`config.mk`:
```
export PLATFORM = sky130hd
export DESIGN_NAME = pwm11_capture_flat
export DESIGN_NICKNAME = d
export VERILOG_FILES = /design/src/rtl/pwm11_capture_if.sv /design/src/rtl/pwm11_capture.sv /design/src/flat_wrapper.sv
export SDC_FILE = /design/constraint.sdc
export NUM_CORES = 1
export LEC_CHECK = 0
export CAP_MARGIN = 20
export CORE_ASPECT_RATIO = 1.1
export CORE_MARGIN = 10
export CORE_UTILIZATION = 54
export CTS_CLUSTER_DIAMETER = 120
export DETAILED_ROUTE_END_ITERATION = 8
export MAX_ROUTING_LAYER = met4
export PLACE_DENSITY = 0.78
export RECOVER_POWER = 50
export SYNTH_ARGS = -nofsm -noshare
export SYNTH_HDL_FRONTEND = slang
export SYNTH_SLANG_ARGS = --single-unit
export TNS_END_PERCENT = 20
```
`constraint.sdc`:
```
create_clock -name clk -period 2.4 [get_ports clk]
set_clock_uncertainty 0.15 [all_clocks]
set_input_delay 0.36 -clock clk [delete_from_list [all_inputs] [get_ports clk]]
set_output_delay 0.36 -clock clk [all_outputs]
set_load 0.1 [all_outputs]
```
`src/rtl/pwm11_capture_if.sv`:
```
// PWM capture bus: sampled waveform in, duty/period measurement and status out.
// The source side drives PWM_in; the capture block drives the result strobe and fields.
interface pwm11_capture_if;
  logic        PWM_in;
  logic [10:0] duty;
  logic [12:0] period;
  logic        duty_vld;
  logic        per_err;
  logic        stuck;

  modport master (output PWM_in, input duty, period, duty_vld, per_err, stuck);
  modport slave  (input PWM_in, output duty, period, duty_vld, per_err, stuck);
endinterface

```
`src/rtl/pwm11_capture.sv`:
```
// Measures high time and rise-to-rise period of an async PWM input; flags period errors and stuck input.
// Strobe 3 edges after the input edge; no backpressure, results hold between single-cycle strobes.
module pwm11_capture #(
  parameter int PERIOD  = 2048,
  parameter int TOL     = 2,
  parameter int TIMEOUT = 4096
) (
  input logic             clk,
  input logic             rst_n,
  pwm11_capture_if.slave  cap
);

  typedef enum logic [1:0] {IDLE, MEAS, STUCK} state_t;

  localparam logic [12:0] CNT_MAX = 13'h1FFF;
  localparam logic [12:0] TO_CNT  = 13'(TIMEOUT);

  state_t      state_q, state_d;
  logic        s1_q, s2_q, s3_q;
  logic [12:0] per_cnt_q, per_cnt_d;
  logic [12:0] hi_cnt_q, hi_cnt_d;
  logic [10:0] duty_q, duty_d;
  logic [12:0] period_q, period_d;
  logic        vld_q, vld_d;
  logic        per_err_q, per_err_d;
  logic        stuck_q, stuck_d;

  logic        rise, hi, timeout, per_bad;
  logic signed [31:0] per_s;

  assign rise    = s2_q & ~s3_q;
  assign hi      = s2_q;
  assign timeout = (per_cnt_q == TO_CNT);
  assign per_s   = $signed({19'd0, per_cnt_q});
  assign per_bad = (per_s > PERIOD + TOL) || (per_s < PERIOD - TOL);

  always_comb begin
    per_cnt_d = rise ? 13'd1 : ((per_cnt_q == CNT_MAX) ? per_cnt_q : per_cnt_q + 13'd1);
    hi_cnt_d  = hi_cnt_q;
    if (rise)
      hi_cnt_d = 13'd1;
    else if (hi && hi_cnt_q != CNT_MAX)
      hi_cnt_d = hi_cnt_q + 13'd1;
  end

  always_comb begin
    state_d   = state_q;
    duty_d    = duty_q;
    period_d  = period_q;
    vld_d     = 1'b0;
    per_err_d = per_err_q;
    stuck_d   = stuck_q;
    case (state_q)
      IDLE, MEAS: begin
        if (rise) begin
          state_d = MEAS;
          if (state_q == MEAS) begin
            vld_d     = 1'b1;
            duty_d    = (hi_cnt_q > 13'd2047) ? 11'h7FF : hi_cnt_q[10:0];
            period_d  = per_cnt_q;
            per_err_d = per_bad;
            stuck_d   = 1'b0;
          end
        end else if (timeout) begin
          state_d   = STUCK;
          vld_d     = 1'b1;
          duty_d    = hi ? 11'h7FF : 11'h000;
          period_d  = 13'd0;
          per_err_d = 1'b1;
          stuck_d   = 1'b1;
        end
      end
      // stuck is only cleared by the next genuine measurement
      STUCK: if (rise) state_d = MEAS;
      default: state_d = IDLE;
    endcase
  end

  always_ff @(posedge clk) begin
    if (!rst_n) begin
      state_q   <= IDLE;
      s1_q      <= 1'b0;
      s2_q      <= 1'b0;
      s3_q      <= 1'b0;
      per_cnt_q <= 13'd0;
      hi_cnt_q  <= 13'd0;
      duty_q    <= 11'd0;
      period_q  <= 13'd0;
      vld_q     <= 1'b0;
      per_err_q <= 1'b0;
      stuck_q   <= 1'b0;
    end else begin
      state_q   <= state_d;
      s1_q      <= cap.PWM_in;
      s2_q      <= s1_q;
      s3_q      <= s2_q;
      per_cnt_q <= per_cnt_d;
      hi_cnt_q  <= hi_cnt_d;
      duty_q    <= duty_d;
      period_q  <= period_d;
      vld_q     <= vld_d;
      per_err_q <= per_err_d;
      stuck_q   <= stuck_d;
    end
  end

  assign cap.duty     = duty_q;
  assign cap.period   = period_q;
  assign cap.duty_vld = vld_q;
  assign cap.per_err  = per_err_q;
  assign cap.stuck    = stuck_q;

endmodule

```
`src/flat_wrapper.sv`:
```
// flat-port wrapper written by rule: the top's interface ports become plain ports
module pwm11_capture_flat 
#(
  parameter int PERIOD  = 2048,
  parameter int TOL     = 2,
  parameter int TIMEOUT = 4096
)
  (clk, rst_n, cap_PWM_in, cap_duty, cap_period, cap_duty_vld, cap_per_err, cap_stuck);
  pwm11_capture_if cap_i ();
  input logic clk;
  input logic rst_n;
  input wire logic [$bits(cap_i.PWM_in)-1:0] cap_PWM_in;
  output wire logic [$bits(cap_i.duty)-1:0] cap_duty;
  output wire logic [$bits(cap_i.period)-1:0] cap_period;
  output wire logic [$bits(cap_i.duty_vld)-1:0] cap_duty_vld;
  output wire logic [$bits(cap_i.per_err)-1:0] cap_per_err;
  output wire logic [$bits(cap_i.stuck)-1:0] cap_stuck;
  assign cap_i.PWM_in = cap_PWM_in;
  assign cap_duty = cap_i.duty;
  assign cap_period = cap_i.period;
  assign cap_duty_vld = cap_i.duty_vld;
  assign cap_per_err = cap_i.per_err;
  assign cap_stuck = cap_i.stuck;
  pwm11_capture #(.PERIOD(PERIOD), .TOL(TOL), .TIMEOUT(TIMEOUT)) u_core (.clk(clk), .rst_n(rst_n), .cap(cap_i));
endmodule
```
# ---- Word level (Yosys, flattened, before mapping)
# Cells that the tools add are included.
dict set report word_totals {
  register_bits 58
  output_inout_bits 27
}
dict set report op_classes {
  addsub 2
  order_cmp 3
  eq_ne 9
  muxes 24
  bitwise_logic 3
  reduce_logical 10
}
# operator count
set ops {}
lappend ops {{$mux 11} 5}
lappend ops {{$mux 13} 3}
lappend ops {{$add 13x1->13 const B} 2}
lappend ops {{$eq 13x13->1 const B} 2}
lappend ops {{$gt 13x11->1 const B} 1}
lappend ops {{$gt 13x12->1 const B} 1}
lappend ops {{$lt 13x11->1 const B} 1}
lappend ops {{$ne 13x13->1 const B} 1}
lappend ops {{$mux 1} 12}
lappend ops {{$mux 2} 3}
lappend ops {{$ne 2x1->1 const B} 2}
lappend ops {{$pmux 2 s2} 1}
lappend ops {{$reduce_and 2->1} 2}
lappend ops {{$reduce_bool 2->1} 2}
lappend ops {{$reduce_or 2->1} 2}
lappend ops {{$ne 3x1->1 const B} 1}
lappend ops {{$reduce_and 3->1} 1}
lappend ops {{$eq 2x1->1 const B} 1}
lappend ops {{$eq 2x2->1 const B} 1}
lappend ops {{$logic_not 2->1} 1}
lappend ops {{$ne 2x2->1 const B} 1}
lappend ops {{$not 1->1} 2}
lappend ops {{$and 1x1->1} 1}
lappend ops {{$logic_and 1x1->1} 1}
lappend ops {{$logic_or 1x1->1} 1}

# ---- Logic depth before layout (Yosys ltp)
# Gate-level depths: netlist of the first run.
dict set report depth {
  word_depth 4
  ltp_mapped 7
  mapped_depth_nobuf 6
}

# ---- Worst setup path after synthesis of the first run
# OpenSTA, ideal clock, no wires.
dict set report synth_path {
  path_type {reg2reg}
  startpoint {register u_core.per_cnt_q[2]}
  endpoint {register u_core.period_q[0], in the netlist u_core.cap.period[0]}
  t_arrival_ns 1.628
  t_required_ns 2.132
  slack_ns 0.505
  stages_incl_launch_ff 8
  path_buffers 2
  synth_period_minus_slack_ns 1.895
  path_cell_list {dfxtp_1 clkbuf_2 nor3_1 nand3_1 o31a_1 o21a_1 buf_2 a22o_1}
}
dict set report synth_via {
  elab_chain_cells 3
}
# element line_no
set synth_rtl {}
lappend synth_rtl {{start: declaration} pwm11_capture.sv:20} ;# logic [12:0] per_cnt_q, per_cnt_d;
lappend synth_rtl {{start signal: assignment} pwm11_capture.sv:97} ;# per_cnt_q <= per_cnt_d;
lappend synth_rtl {{$eq 13x13->1} pwm11_capture.sv:33} ;# assign timeout = (per_cnt_q == TO_CNT);
lappend synth_rtl {{$reduce_bool 2->1 (no line)} --}
lappend synth_rtl {{$reduce_and 3->1 (no line)} --}
lappend synth_rtl {{end signal: assignment} pwm11_capture.sv:100} ;# period_q <= period_d;
lappend synth_rtl {{end: declaration} pwm11_capture.sv:23} ;# logic [12:0] period_q, period_d;
# No other way between the ends.
# A chain may end at the register's enable or synchronous reset.

# ---- Worst setup path after layout of the first run
dict set report layout_path {
  startpoint {register u_core.per_cnt_q[6]}
  endpoint {register u_core.duty_q[8], in the netlist u_core.cap.duty[8]}
}
dict set report layout_via {
  elab_chain_cells 3
}
# element line_no
set layout_rtl {}
lappend layout_rtl {{$eq 13x13->1} pwm11_capture.sv:33}
lappend layout_rtl {{$reduce_bool 2->1 (no line)} --}
lappend layout_rtl {{$reduce_and 3->1 (no line)} --}
lappend layout_rtl {{end signal: assignment} pwm11_capture.sv:99} ;# duty_q <= duty_d;
lappend layout_rtl {{end: declaration} pwm11_capture.sv:22} ;# logic [10:0] duty_q, duty_d;
# No other way between the ends.

==> results of run 1 <==
[critical path: stages (launching register included)]
cell and delay [ns]:
dfxtp_1 0.37, nor4_2 0.26, nand3_1 0.16, o31a_1 0.34, o21a_1 0.37, buf_4 0.28
o2bb2ai_1 0.13
[area by class of cell]
class,count,area [µm²]
multi-input cells,174,1124
flip-flops and latches,58,1161
repair buffers,37,175.2
clock inverters,5,100.1
inverters,5,18.77
well taps,54,67.56
fillers,421,1456
clock buffers,11,151.4
[cell families after synthesis]
family                     count (synthesis)  share of synthesized area, %
and+or+nand+nor                           95                         20.78
AOI/OAI and AO/OA                         61                         19.45
DFF                                       58                         49.31
buffers and inverters                     16                         2.975
xor gates and xnor gates                  11                         4.091
adders and majority gates                  4                         2.125
muxes                                      3                         1.275
[layout by cell type, fill, tap and decap left out, types with 4 or more instances in the layout]
master and count:
xnor2_1 6, ha_1 4, nand4_1 5, a22o_1 12, o2bb2ai_1 11, clkbuf_2 4
o21ai_0 7, nand3_1 13, buf_4 5, nor3_1 6, o21a_1 4, nand2_1 10
inv_1 5, and4_1 5, xor2_1 5, clkbuf_8 11, nor2_1 37, clkbuf_1 25
dfxtp_1 58, a21oi_1 10
[layer usage]
| metal | vias up | GRT usage, % |
|---|---|---|
| met5 | - | - |
| met4 | 0 | 8.359 |
| met3 | 10 | 4.740 |
| met2 | 36 | 27.46 |
| met1 | 907 | 14.60 |
| li1 | 988 | - |
[through the flow]
| stage | area (µm²) | setup WS [ns] |
|---|---|---|
| 3_3_place_gp | 2654 | 0.2461 |
| 4_1_cts | 2905 | 0.2148 |
| 3_5_place_dp | 2654 | 0.2269 |
| 2_1_floorplan | 2355 | 0.5049 |
| 6_report | 2798 | 0.2279 |
| 5_1_grt | 2798 | 0.05121 |
[flip-flops by register name, summed over array words and instances (netlist names)]
register and cells:
u_core.cap.duty 11, u_core.cap.duty_vld 1, u_core.hi_cnt_q 13, u_core.cap.stuck 1
u_core.per_cnt_q 13, u_core.state_q 2, u_core.s1_q 1, u_core.s3_q 1
u_core.hi 1, u_core.cap.period 13, u_core.cap.per_err 1
[path summary, 6_finish.rpt]
| path | endpoint | slack (ns) | cells after the start |
|---|---|---|---|
| hold reg to reg | u_core.hi | 0.28 | 1 |
| hold / removal | u_core.hi | 0.28 | 1 |
| setup / recovery | u_core.cap.duty[8] | 0.23 | 6 |
| setup reg to reg | u_core.cap.duty[8] | 0.23 | 6 |
[power groups by stage]
| stage | Clock [mW] | Sequential [mW] | Combinational [mW] |
|---|---|---|---|
| detailed placement | 0 | 0.999 | 0.0780 |
| global route | 1.19 | 0.978 | 0.0849 |
| CTS | 1.13 | 0.977 | 0.0782 |
| floorplan | 0 | 1.00 | 0.0451 |
| finish | 1.12 | 0.977 | 0.0743 |
| global placement | 0 | 0.999 | 0.0773 |
[synth_stat cells (6+ instances only)]
library cell,number
clkbuf_1,8
nor3_1,6
o2bb2ai_1,11
a22o_1,12
a21oi_1,10
nand3_1,13
dfxtp_1,58
nand2_1,10
o21ai_0,7
xnor2_1,6
nor2_1,37
==> impl_metrics.ini, run 1 <==
[finish]
final_util_pct = 65.76
fin_nets = 292
final_cell_count_no_fill = 344
layout-drive-gt1-share_pct = 11.72
diodes = 0
area_delta_synth_final_pct = 18.81

[clock_tree]
cts_buffers = 9
cts_hold_buf = 0
worstSkewPairLatency_ns = 0.34
cts_tree = done
htreeDepth = 3
cts.sinks = 58
cts.clk_slew.worst_paths_ns = 0.07
cts_resized = 0
postCtsSetupBuffers = 0
clockRootBuffer = clkbuf_8
cts_buffer_depth = 2

[synth]
synthArstFlopShare_pct = 0
syn_area_per_cell_um2 = 9.495
netlist_area_um2 = 2355
ys_ff_latch = 58
syn_inst = 248
synth_nets = 255
synthTopCellsByArea = dfxtp_1 (49%), nor2_1 (5.9%), a22o_1 (4.5%)
yosysUniqueCellTypes = 45
synth_top_area_share_pct = 49.31
synth-edff-count = 0
synth.yosys.seq_area_share_pct = 49.31
synth_area_leader_cell = dfxtp_1
yosys_warnings = 0
synthFlopType = dfxtp_1

[drt]
ant_nets = 0
wl_met3_um = 141
top_layer_used = met4
wl_met1_um = 2365
wirelength_um = 5136
wl_met2_um = 2523
route.detailed.drc = 0
dr_total_vias = 1941
viasPerCell = 5.642
first_pass_iters = 4
routedWlPerCell_um = 14.93
drtIter0Drc = 115

[critical_path]
critPathCaptureType = register
critPathArrivalTime_ns = 2.25
worstSetupStartpoint = u_core.per_cnt_q[6]
crit_required_ns = 2.48
critPathMaxFanout = 15
worstSetupPathType = register to register
startpoint_type = register
worstReg2RegStart = u_core.per_cnt_q[6]

[run_status]
status = complete, no violations

[sta]
finalCriticalPeriod_ns = 2.172
drv_slew = 0
fin_setup_tns_ns = 0
fin_crit_sh_pct = 90.50
slew_headroom_pct = 19.77
fmax_ghz = 0.4604
worstMarginPinSlew_ns = 1.208
whs_ns = 0.2826
setup_viol = 0
finalHoldViolCount = 0
rsz0062_at_grt = no

[global_routing]
grt_pass1_wl_um = 9004
grt_max_degree = 18
grt_antenna_before_repair = 0
global_route.usage.total_pct = 15.29
overflow = 0
grt_pass1_vias = 1981

[floorplanning]
die_x_um = 82.96
top_level_ports = 30
fp-row-count = 25
dieArea_um2 = 7405
core_um2 = 4254
die_h_um = 89.26
initial_utilization_pct = 55.35

[power]
powerDensity_nw_per_um2 = 776.9
p_seq_share_pct = 45.0
p_clk_share_pct = 51.6
p_int_mw = 1.738
vdd_ir_drop_max_uv = 525.3
p_sw_uw = 435.3
total_power_mw = 2.174
pwr-share-comb_pct = 3.4
netSwitchingFraction_pct = 20.03
p_leak_nw = 1.037

[place]
place_inst = 328
hpwl_um = 3619
port_buffers = 29
routabilityCongestion = 0.9130

[worst_hold_path]
hold_class = register to register
holdCritStartpoint = u_core.s1_q

[flow_run]
maxCapViolations = 0
No activity file was read; power rests on OpenSTA's default activity.
==> run 2: changes to the inputs <==
--- a/config.mk
+++ b/config.mk
@@ -7,12 +7,12 @@
 export LEC_CHECK = 0
 export CAP_MARGIN = 20
 export CORE_ASPECT_RATIO = 1.1
-export CORE_MARGIN = 10
-export CORE_UTILIZATION = 54
+export CORE_MARGIN = 3
+export CORE_UTILIZATION = 58
 export CTS_CLUSTER_DIAMETER = 120
 export DETAILED_ROUTE_END_ITERATION = 8
 export MAX_ROUTING_LAYER = met4
-export PLACE_DENSITY = 0.78
+export PLACE_DENSITY = 0.83
 export RECOVER_POWER = 50
 export SYNTH_ARGS = -nofsm -noshare
 export SYNTH_HDL_FRONTEND = slang
==> constraint.sdc (replaced) <==
create_clock -name clk -period 2.5 [get_ports clk]
set_clock_uncertainty 0.15 [all_clocks]
set_input_delay 0.375 -clock clk [delete_from_list [all_inputs] [get_ports clk]]
set_output_delay 0.375 -clock clk [all_outputs]
set_load 0.05 [all_outputs]
==> impl_metrics.ini, run 2 (synthesis gave the netlist of run 1 again) <==
[sta]
drv_slew = 0
fin_crit_sh_pct = 89.39
finalHoldViolCount = 0
worstMarginPinSlew_ns = 0.5604
finalCriticalPeriod_ns = 2.235
setup_viol = 0
fmax_ghz = 0.4475
rsz0062_at_grt = no
slew_headroom_pct = 62.64
fin_setup_tns_ns = 0
whs_ns = 0.2878

[drt]
route.detailed.drc = 0
dr_total_vias = 1982
drtIter0Drc = 124
first_pass_iters = 4
routedWlPerCell_um = 14.59
ant_nets = 0
viasPerCell = 5.864
wirelength_um = 4931

[worst_hold_path]
hold_class = register to register

[global_routing]
grt_pass1_wl_um = 8562
grt_max_degree = 16
grt_antenna_before_repair = 0
overflow = 0
grt_pass1_vias = 1846
global_route.usage.total_pct = 23.95

[power]
vdd_ir_drop_max_uv = 412.6
p_leak_nw = 1.084
powerDensity_nw_per_um2 = 601.5

[clock_tree]
cts.clk_slew.worst_paths_ns = 0.06
cts.sinks = 58
htreeDepth = 3
cts_tree = done
cts_buffers = 9
cts_buffer_depth = 2
cts_hold_buf = 0
worstSkewPairLatency_ns = 0.33
postCtsSetupBuffers = 0
clockRootBuffer = clkbuf_8
cts_resized = 0

[finish]
final_common_cell = dfxtp_1
layout-drive-gt1-share_pct = 8.681
area_delta_synth_final_pct = 21.89
layout_common_cells = dfxtp_1 (58), nor2_1 (37), clkdlybuf4s50_1 (16), nand3_1 (13), dlygate4sd3_1 (13)
diodes = 0
final_area_um2 = 2870
nFillCells = 273
fin_nets = 293

[critical_path]
critPathSlowestCell = dfxtp_1
startpoint_type = register
critPathArrivalTime_ns = 2.30
crit_required_ns = 2.56
critPathCaptureType = register
max_stage_delay_ns = 0.37
worstSetupPathType = register to register
crit_path_cell_trace = nor4_2 -> nand3_1 -> o31a_1 -> o21a_1 -> buf_4 -> o2bb2ai_1
critPathMaxFanout = 15

[place]
routabilityCongestion = 0.9323
port_buffers = 29
placedInstanceArea_um2 = 2724
hpwl_um = 3458

[floorplanning]
fp-row-count = 23
initial_utilization_pct = 62.46
dieArea_um2 = 4861
top_level_ports = 30
die_h_um = 72.83
die_x_um = 66.75
core_um2 = 3770

[flow_run]
maxCapViolations = 0

[run_status]
status = complete, no violations
## run 2: changes by cell type in the layout (fill, tap and decap cells not counted)
cell / delta
and4_1: +1
and4_2: -1
buf_4: +1
clkdlybuf4s50_1: +15
clkbuf_2: -4
clkbuf_1: -20
dlygate4sd3_1: +12
buf_1: -1
clkinv_2: -2
bufinv_16: -3
## run 2: cell type report
type	instances	area (µm²)	area share [%]
flip-flops and latches	58	1161	40.45
repair buffers	38	346.6	12.07
multi-input cells	174	1122	39.10
inverters	5	18.77	0.6539
clock buffers	13	158.9	5.536
well taps	50	62.56	2.180
## run 2: metal layers
metal  share of wire [%]  wire length (µm)  vias up  global-route usage (%)
met5                   0                 0        -                       -
li1                    -                 -      981                       -
met4                 2.9               144        0                   13.32
met3                 5.2               258       17                   6.163
met2                  48              2382       67                   37.56
met1                  44              2145      917                   27.75
## run 2: final timing paths
check / from / to / slack [ns] / cells after the start
worst min-delay path: u_core.s1_q / u_core.hi / 0.29 / 1
worst max-delay path: u_core.per_cnt_q[6] / u_core.cap.duty[4] / 0.27 / 6
worst max register to register: u_core.per_cnt_q[6] / u_core.cap.duty[4] / 0.27 / 6
worst min register to register: u_core.s1_q / u_core.hi / 0.29 / 1
## run 2: critical path, delay by kind of cell (launching register included)
kind                   cells  cell delay, ns
AOI/OAI and AO/OA          3            0.83
buffers and inverters      1            0.28
DFF                        1            0.37
and+or+nand+nor            2            0.48
## run 2: through the flow
step	util [%]	setup slack (ns)	power (mW)	instances
floorplan	-	0.6057	1.006	248
global placement	72.25	0.3796	1.031	325
detailed placement	72.25	0.3285	1.033	325
CTS	76.47	0.3192	1.740	338
global route	76.14	0.1241	1.786	338
finish	76.14	0.2653	1.727	338
## run 2: report_power, final
group	switching [mW]	internal, mW
Sequential	0.00609	0.933
Clock	0.319	0.398
Combinational	0.0457	0.0250
Total	0.371	1.36
==> run 3: changes to the inputs <==
--- a/config.mk
+++ b/config.mk
@@ -14,6 +14,7 @@
 export MAX_ROUTING_LAYER = met4
 export PLACE_DENSITY = 0.83
 export RECOVER_POWER = 50
+export SETUP_SLACK_MARGIN = 0.4
 export SYNTH_ARGS = -nofsm -noshare
 export SYNTH_HDL_FRONTEND = slang
 export SYNTH_SLANG_ARGS = --single-unit
==> impl_metrics.ini, run 3 (synthesis gave the netlist of run 1 again) <==
[run_status]
status = complete, no violations

[place]
port_buffers = 29
routabilityCongestion = 0.9323
place_inst = 325
placedInstanceArea_um2 = 2724
place_ws_ns = 0.3285
hpwl_um = 3458

[critical_path]
crit_required_ns = 2.57
worstReg2RegStart = u_core.per_cnt_q[6]
reg2regPathDepth = 6
r2r_slack_ns = 0.37
critPathArrivalTime_ns = 2.20
r2r-end = u_core.cap.period[6]
critPathCaptureType = register
crit_path_cell_trace = nor4_1 -> nand3_1 -> o31a_1 -> o21a_4 -> buf_12 -> a22o_2
endpoint = u_core.cap.period[6]
startpoint_type = register
max_stage_delay_ns = 0.36
critPathSlowestCell = dfxtp_1
worstSetupPathType = register to register
critPathMaxFanout = 14
worstSetupStartpoint = u_core.per_cnt_q[6]

[global_routing]
grt_antenna_before_repair = 0
grt_max_degree = 16
overflow = 0
global_route.usage.total_pct = 23.95
grt_pass1_vias = 1847
grt_pass1_wl_um = 8562

[floorplanning]
top_level_ports = 30
dieArea_um2 = 4861
core_um2 = 3770
fp-row-count = 23
die_x_um = 66.75
die_h_um = 72.83
initial_utilization_pct = 62.46

[clock_tree]
cts_buffers = 9
clockRootBuffer = clkbuf_8
cts_hold_buf = 0
cts.sinks = 58
htreeDepth = 3
cts_buffer_depth = 2
worstSkewPairLatency_ns = 0.33
cts.clk_slew.worst_paths_ns = 0.06
cts_tree = done

[drt]
ant_nets = 0
routedWlPerCell_um = 15.25
route.detailed.drc = 0
drtIter0Drc = 132
first_pass_iters = 5
viasPerCell = 5.897
wirelength_um = 5185
dr_total_vias = 2005

[worst_hold_path]
hold_class = register to register
holdCritStartpoint = u_core.s1_q
hold_path_depth = 1

[sta]
setup_viol = 0
finalCriticalPeriod_ns = 2.125
fin_setup_tns_ns = 0
rsz0062_at_grt = yes
drv_slew = 0
fmax_ghz = 0.4706
slew_headroom_pct = 64.60
fin_crit_sh_pct = 85.00
setup_ws_ns = 0.3750
whs_ns = 0.2878
worstMarginPinSlew_ns = 0.5177
finalHoldViolCount = 0

[power]
p_leak_nw = 1.095
powerDensity_nw_per_um2 = 596.7
vdd_ir_drop_max_uv = 408.6
total_power_mw = 1.739

[flow_run]
maxCapViolations = 0

[finish]
nFillCells = 260
layout-drive-gt1-share_pct = 10.00
area_delta_synth_final_pct = 23.80
final_cell_count_no_fill = 340
layout_common_cells = dfxtp_1 (58), nor2_1 (37), clkdlybuf4s50_1 (17), nand3_1 (13)
fin_nets = 295
diodes = 0
final_common_cell = dfxtp_1
final_util_pct = 77.33
final_area_um2 = 2915
-- run 3: worst min path at each step --
stage / endpoint
3_5_place_dp: u_core.hi
3_3_place_gp: u_core.hi
2_1_floorplan: u_core.hi
4_1_cts: u_core.hi
5_1_grt: u_core.hi
6_report: u_core.hi
-- run 3: repair_timing --
item / 4_1_cts / 5_1_grt
gates resized for setup: 1 / 6
hold endpoints to repair: 0 / 0
buffers inserted: 0 / 1
setup endpoints to repair: 11 / 25
pin swaps: 0 / 5
cloned: 0 / 1
-- run 3: critical path: cells and delay by family, from the launching register on --
kind | cells | cell delay, ns
buf+inv | 1 | 0.14
simple gates | 2 | 0.51
flops | 1 | 0.36
compound gates | 3 | 0.86
-- run 3: report_power, final --
part	internal, mW	switching, mW	total [mW]
combinational	0.0290	0.0486	0.0776
sequential	0.933	0.00605	0.939
clock	0.398	0.325	0.723
total	1.36	0.380	1.74
-- run 3: area by class of cell --
cell class	count	area [µm²]	share of cell area [%]
sequential	58	1161	39.83
multi-input combinational	175	1147	39.36
timing repair buffer	39	366.6	12.58
clock buffer	13	158.9	5.451
tap	50	62.56	2.146
inverter	5	18.77	0.6438
-- run 3: layer usage --
metal	GRT usage, %	part of all wire (%)	vias up
met1	27.65	43	940
met5	-	0	-
met3	6.163	4.9	8
met2	37.67	50	65
met4	13.32	1.9	0
li1	-	-	992
